==> src/rtl/iir_inv.sv <==
// iir_inv -- all-pole inverse IIR filter, y[n] = x[n] - sum(k=1..ORDER) a_k*y[n-k].
//
// One sample at a time: IDLE accepts x[n], MAC runs one multiply-accumulate
// per tap, OUT presents y[n] until the consumer takes it.
//
// Optional feature: define IIR_INV_SAT_EN to saturate the output to the DW
// range. Without it the output is the plain two's-complement wrap of the
// accumulator.
//
// Ports:
//   clk        clock, all state on rising edge
//   rst        asynchronous active-low reset
//   in_data    x[n], Q5.6 signed          in_valid / in_ready   input handshake
//   out_data   y[n], Q5.6 signed          out_valid / out_ready output handshake
//   coef_we    coefficient write strobe (IDLE only)
//   coef_addr  tap index k-1
//   coef_data  a_k, Q1.6 signed
//
// Timing: a sample accepted at edge t is presented after edge t+ORDER+1.

module iir_inv #(
  parameter int ORDER = 4,
  parameter int DW    = 12,
  parameter int CW    = 8,
  parameter int AW    = 24
) (
  input  logic          clk,
  input  logic          rst,
  input  logic [DW-1:0] in_data,
  input  logic          in_valid,
  output logic          in_ready,
  output logic [DW-1:0] out_data,
  output logic          out_valid,
  input  logic          out_ready,
  input  logic          coef_we,
  input  logic [2:0]    coef_addr,
  input  logic [CW-1:0] coef_data
);

  typedef enum logic [1:0] {IDLE, MAC, OUT} state_t;

  localparam logic [3:0] ORDER_L = 4'(ORDER);
  // tap counter runs 1..ORDER for the multiplies; ORDER+1 is the hand-off
  // cycle where the finished accumulator is converted into out_data
  localparam logic [3:0] TAP_END = 4'(ORDER + 1);

  state_t                 state, state_nxt;
  logic                   started;
  logic [3:0]             tap;
  logic [3:0]             tap_m1;
  logic [2:0]             tap_idx;
  logic signed [AW-1:0]   acc;
  logic signed [DW-1:0]   hist [0:7];
  logic signed [CW-1:0]   coef [0:7];
  logic [DW-1:0]          out_reg;
  logic signed [CW+DW-1:0] prod;
  logic signed [AW-1:0]   prod_ext;
  logic signed [AW-1:0]   x_ext;
  logic [DW-1:0]          conv;
  logic                   accept;

  // in_ready stays low until the first edge after reset release
  assign in_ready  = started && (state == IDLE);
  assign out_valid = (state == OUT);
  assign out_data  = out_reg;
  assign accept    = in_valid && in_ready;

  assign tap_m1   = tap - 4'd1;
  assign tap_idx  = tap_m1[2:0];
  assign prod     = coef[tap_idx] * hist[tap_idx];
  assign prod_ext = {{(AW-CW-DW){prod[CW+DW-1]}}, prod};
  // Q5.6 -> Q6.12: sign-extend and scale by 2^6
  assign x_ext    = {{(AW-DW-6){in_data[DW-1]}}, in_data, 6'b0};

`ifdef IIR_INV_SAT_EN
  logic [AW-7:0] shifted;
  logic          ovf;
  assign shifted = acc[AW-1:6];
  // out of range when the bits above the DW-bit result are not a pure sign extension
  assign ovf  = ~((&shifted[AW-7:DW-1]) | ~(|shifted[AW-7:DW-1]));
  assign conv = ovf ? {shifted[AW-7], {(DW-1){~shifted[AW-7]}}} : shifted[DW-1:0];
`else
  assign conv = acc[DW+5:6];
`endif

  always_comb begin
    state_nxt = state;
    case (state)
      IDLE:    if (accept) state_nxt = MAC;
      MAC:     if (tap == TAP_END) state_nxt = OUT;
      OUT:     if (out_ready) state_nxt = IDLE;
      default: state_nxt = IDLE;
    endcase
  end

  always_ff @(posedge clk or negedge rst) begin
    if (!rst) begin
      state   <= IDLE;
      started <= 1'b0;
      tap     <= '0;
      acc     <= '0;
      out_reg <= '0;
      for (int i = 0; i < 8; i++) begin
        hist[i] <= '0;
        coef[i] <= '0;
      end
    end else begin
      state   <= state_nxt;
      started <= 1'b1;
      case (state)
        IDLE: begin
          // a write on the accept edge lands before the first multiply, so
          // the new sample already sees it
          if (coef_we && ({1'b0, coef_addr} < ORDER_L))
            coef[coef_addr] <= coef_data;
          if (accept) begin
            acc <= x_ext;
            tap <= 4'd1;
          end
        end
        MAC: begin
          if (tap != TAP_END) begin
            acc <= acc - prod_ext;
            tap <= tap + 4'd1;
          end else begin
            out_reg <= conv;
          end
        end
        OUT: begin
          // history keeps the emitted value, not the raw accumulator
          if (out_ready) begin
            hist[0] <= out_reg;
            for (int i = 1; i < 8; i++)
              if (i < ORDER) hist[i] <= hist[i-1];
          end
        end
        default: ;
      endcase
    end
  end

endmodule
==> config.mk <==
export PLATFORM = sky130hd
export DESIGN_NAME = iir_inv
export DESIGN_NICKNAME = d
export VERILOG_FILES = /design/src/rtl/iir_inv.sv
export SDC_FILE = /design/constraint.sdc
export NUM_CORES = 1
export LEC_CHECK = 0
export ABC_CLOCK_PERIOD_IN_PS = 8700
export CAP_MARGIN = 10
export CORE_MARGIN = 2
export CORE_UTILIZATION = 55
export CTS_BUF_LIST = sky130_fd_sc_hd__clkbuf_8
export CTS_CLUSTER_SIZE = 20
export DETAILED_ROUTE_END_ITERATION = 6
export PLACE_DENSITY = 0.74
export SLEW_MARGIN = 20
export SYNTH_ARGS = -nofsm -noshare
export SYNTH_HDL_FRONTEND = slang
export SYNTH_SLANG_ARGS = --single-unit
==> constraint.sdc <==
create_clock -name clk -period 8.7 [get_ports clk]
set_input_delay 1.74 -clock clk [delete_from_list [all_inputs] [get_ports clk]]
set_output_delay 1.74 -clock clk [all_outputs]
set_load 0.01 [all_outputs]
Word level (Yosys, flattened, before mapping)
Index checks and enable logic that the tools add are counted.

storage, ports and cells
  output and inout port bits = 14
  word-level logic and storage cells = 66
  register bits after elaboration = 155

operators by class
  reductions and logical operators = 11
  mux-type cells = 19
  multiply operators = 1
  bitwise gates (word level) = 3
  add/subtract/negate cells = 3
  equal/unequal tests = 8
  order comparisons = 4

operators with widths
  cell                                                                  number
  64-bit bitwise mux                                                    1
  24-bit two-way mux                                                    2
  24-bit case mux with 2 select lines                                   1
  12-bit binary-select mux with 3-bit select                            1
  8-bit binary-select mux with 3-bit select                             1
  8-bit demux with 3-bit select                                         1
  12-bit two-way mux                                                    2
  8-bit two-way mux                                                     3
  24-bit by 20-bit subtractor with 24-bit output                        1
  8-bit by 12-bit multiplier with 20-bit output                         1
  4-bit greater-or-equal comparator, second input constant              2
  4-bit two-way mux                                                     2
  3-bit inverter with 4-bit output                                      2
  4-bit case mux with 2 select lines                                    1
  2-bit two-way mux                                                     3
  2-bit != test, second input constant                                  3
  2-bit case mux with 3 select lines                                    1
  2-bit AND reduction                                                   3
  3-bit AND reduction                                                   2
  4-bit by 1-bit adder with 4-bit output, second input constant         1
  4-bit by 3-bit == test with 1-bit output, second input constant       1
  1-bit logical AND                                                     4
  4-bit by 1-bit < comparator with 1-bit output, second input constant  1
  4-bit by 3-bit != test with 1-bit output, second input constant       1
  8 further kinds                                                       8

Logic depth before layout (Yosys ltp)
  depth in word-level cells = 9
  depth in mapped cells = 30
  mapped depth without buffers = 25

Least setup slack after synthesis
OpenSTA, ideal clock, no wires.

  path kind = reg-to-reg
  from = register tap[0]
  to = register acc[13]
  cell stages (with the launch flop) = 28
  data arrival time = 6.741 ns
  buffers on the path = 6
  setup slack = 1.833 ns
  period minus slack after synthesis = 6.867 ns
  cell sequence = dfrtp_1 > buf_6 > buf_6 > inv_1 > ha_1 > clkbuf_1 > buf_2 > buf_2 > mux2_2 > o21ai_1 > clkbuf_1 > nor2_1 > fa_1 > inv_1 > fa_1 > fa_1 > fa_1 > inv_1 > fa_1 > inv_1 > ha_1 > a21o_1 > a21oi_1 > o21bai_1 > a211o_1 > o22ai_2 > mux2i_1 > nand2_1

between the ends
  longest elaborated chain between the ends = 9
  elaborated cells on any way between the ends = 15

ends and longest elaborated chain
  what                                                                                                            RTL line  RTL
  from (decl)                                                                                                     49        logic [3:0] tap;
  from (signal assigned)                                                                                          124       tap <= tap + 4'd1;
  3-bit by 1-bit subtractor with 3-bit output                                                                     68        assign tap_m1 = tap - 4'd1;
  3-bit inverter with 4-bit output (implied by the code)                                                          70        assign prod = coef[tap_idx] * hist[tap_idx];
  8-bit binary-select mux with 3-bit select / 12-bit binary-select mux with 3-bit select (equally long branches)  70
  8-bit two-way mux (implied by the code) / 12-bit two-way mux (equally long branches) (2 in a row)               70
  8-bit by 12-bit multiplier with 20-bit output                                                                   70
  24-bit by 20-bit subtractor with 24-bit output                                                                  123       acc <= acc - prod_ext;
  24-bit two-way mux                                                                                              122       if (tap != TAP_END) begin
  24-bit case mux with 2 select lines                                                                             110       case (state)
  to (signal assigned)                                                                                            117       acc <= x_ext;
  to (signal assigned)                                                                                            123
  to (decl)                                                                                                       52        logic signed [AW-1:0] acc;

Several ways; a longest one is shown, not always the timed one. The select of a mux whose other input is x is not followed.
A chain may end at the register's enable or synchronous reset.

Final worst setup path
  from = register tap[0]
  to = register acc[14]

The elaborated chain is that of the path after synthesis.

==> impl_metrics.csv <==
group,metric,value,unit
drt,drtAntennaViolNets,0,
sta,hold_viol,0,
cts,cts_tree,"done",
sta,setup_viol,0,
cells_and_area,final_nets,1057,
synth,synth_simple_gate_area_frac,0.0958,
drt,drcViolationCount,0,
critical_path,rr_worst_depth,21,
floorplan,initial_core_util,0.563,
cts,clockBufferDepth,2,
cts,holdBufCountCts,0,
synth,async_flop_share,1.00,
cts,clock-root-buffer,"clkbuf_8",
placed_design,hpwlAfterDp,15700,um
critical_path,rr_startpoint,"tap[0]",
drt,vias,6389,
synth,synthCells,870,
synth,ys_ff_latch,121,
cells_and_area,most-common-layout-cells,"140 x inv_1, 121 x dfrtp_1, 94 x mux2_2",
hold_path,hold_depth,0,
global_route,grt_usage,0.251,
cts,cts_buffers,17,
cells_and_area,layout_commonest_cell,"inv_1",
global_route,grt_max_degree,81,
outcome,status,"completed",
drt,post_drt_via_cell_ratio,5.62,
sta,post-route-min-period,7020,ps
synth,synth-xor-area-share,0.0244,
cells_and_area,layout-drive-gt1-share,0.177,
global_route,antenna_found_initial,0,
cells_and_area,nFillCells,1282,
floorplan,die_x,134,um
global_route,grt_pass1_wl,34900,um
critical_path,arrival,7340,ps
floorplan,io_pins,42,
placed_design,io_buffers,41,
sta,max-slew-margin-rel,0.309,
cts,ctsResizeCount,0,
synth,synth_fa_ha_area_frac,0.234,
hold_path,worstHoldEndpoint,"coef[23]",
sta,skew,15.1,ps
drt,post_drt_wl_per_cell,18.1,um
critical_path,cp.required,9020,ps
cells_and_area,antenna_cells,0,
synth,synth_mux_area_frac,0.173,
drt,drt-total-wl,20500,um
drt,drtIter0Drc,502,
cts,cts.sinks,121,
critical_path,worstPathMaxFanout,17,
floorplan,row_count,47,
cts,clk_latency,460,ps
placed_design,place_congestion,0.950,
cells_and_area,syn2layout_area_growth,11.2,%
sta,rsz0062_at_grt,"false",
global_route,grt_pass1_vias,6743,
cts,post_cts_buffers,0,
synth,netlist_area,9300,um2
job,cap_violations,0,
synth,synth_compound_area_frac,0.0738,
placed_design,place_area,9910,um2
critical_path,startpoint_type,"register",
synth,syn-num-nets,1023,
sta,setup_tns,0,ps
sta,fmax,143,MHz
sta,worst_pin_slew,1010,ps
sta,fin_crit_sh,0.807,
global_route,gr-total-overflow,0,
sta,fin_ws,1680,ps
floorplan,die_h,134,um
synth,synthFlopType,"dfrtp_1",
hold_path,min_path_type,"reg2reg",
floorplan,dieArea,18000,um2
sta,slew_viol_final,0,
synth,ys_warn_count,48,
synth,synth.distinct_cells,63,
critical_path,crit_path_end_kind,"register",
synth,synth_seq_area_share,0.326,
synth,synth_top_family_by_area,"adder cells",
critical_path,criticalPathCategory,"reg2reg",
hold_path,min_from,"coef[23]",
synth,synth_edf_count,0,
critical_path,reg2reg_to,"acc[14]",
floorplan,core_area,16500,um2
cells_and_area,final_area,10300,um2
synth,synth.avg_cell_area,10.7,um2
cts,clk_pin_slew,90,ps
placed_design,pre_cts_slack,1700,ps
drt,first_pass_iters,5,
critical_path,rrSetupSlack,1680,ps
cts,cts.htree.levels,4,
==> synth_stat cells (all sizes together), types with 5 or more instances <==
cell	number	share of area
nand2b	6	0.0040
and3	7	0.0047
xnor2	15	0.014
xor2	10	0.010
a21oi	18	0.0097
nor2b	7	0.0047
o21a	9	0.0073
ha	43	0.058
buf	7	0.0050
mux2	104	0.13
clkbuf	29	0.012
mux4	12	0.029
mux2i	16	0.017
inv	138	0.056
nand2	49	0.020
dfrtp	121	0.33
a21o	7	0.0057
nand3	13	0.0070
o21ai	24	0.014
nor3	8	0.0043
fa	82	0.18
a22oi	5	0.0040
nor2	80	0.033
nand4	5	0.0034
==> cell families after synthesis <==
logic type | Yosys count
AO/OA/AOI/OAI | 98
XOR/XNOR | 25
adder cells (fa/ha/maj) | 125
buffers and inverters | 174
flip-flops | 121
multiplexers | 132
other | 1
AND/OR/NAND/NOR | 194
==> worst max-delay path by stage <==
| stage | to | startpoint |
|---|---|---|
| 2_1_floorplan | acc[13] | tap[0] |
| 3_3_place_gp | acc[17] | tap[0] |
| 3_5_place_dp | acc[17] | tap[0] |
| 4_1_cts | acc[17] | tap[0] |
| 5_1_grt | acc[14] | tap[0] |
| 6_report | acc[14] | tap[0] |
==> flip-flops by register name, summed over array words and instances, names as in the netlist <==
name      count
acc          18
tap           4
hist         48
coef         36
state         2
started       1
out_data     12
==> worst max-delay path, stage by stage (launching register included) <==
cell and delay, ps:
dfrtp_1 360, inv_1 110, ha_1 800, buf_4 400
mux4_2 390, nand2_1 270, nor2_1 120, fa_1 550
inv_1 50, fa_1 520, fa_1 470, fa_1 550
inv_1 50, fa_1 510, inv_1 50, ha_1 400
nand4_1 110, a21oi_1 220, o31a_1 270, nor2_1 120
o311ai_0 390, o311ai_1 160
==> metal layers <==
layer | GRT usage | routed length [um] | up-vias
met4 | 0.0918 | 556 | 0
met5 | 0 | 0 | -
met2 | 0.424 | 10300 | 194
met1 | 0.334 | 8780 | 3208
met3 | 0.0355 | 849 | 33
li1 | - | - | 2954
==> through the flow <==
step                hold slack [ps]  instances  utilization
floorplan                       424        870            -
global placement                362       1105        0.600
detailed placement              362       1105        0.600
CTS                             379       1137        0.625
global route                    388       1137        0.626
finish                          374       1137        0.626
==> cell type report <==
class	instances	area, um2	share of cell area
sequential	121	3030	0.293
clock buffer	18	248	0.0240
inverter	138	518	0.0501
clock inverter	14	171	0.0166
timing repair buffer	51	487	0.0471
multi-input combinational	575	5610	0.543
tap	220	275	0.0266
Power is not shown: default switching activity piles up to over one toggle a cycle in this logic, so the estimate is an artifact.
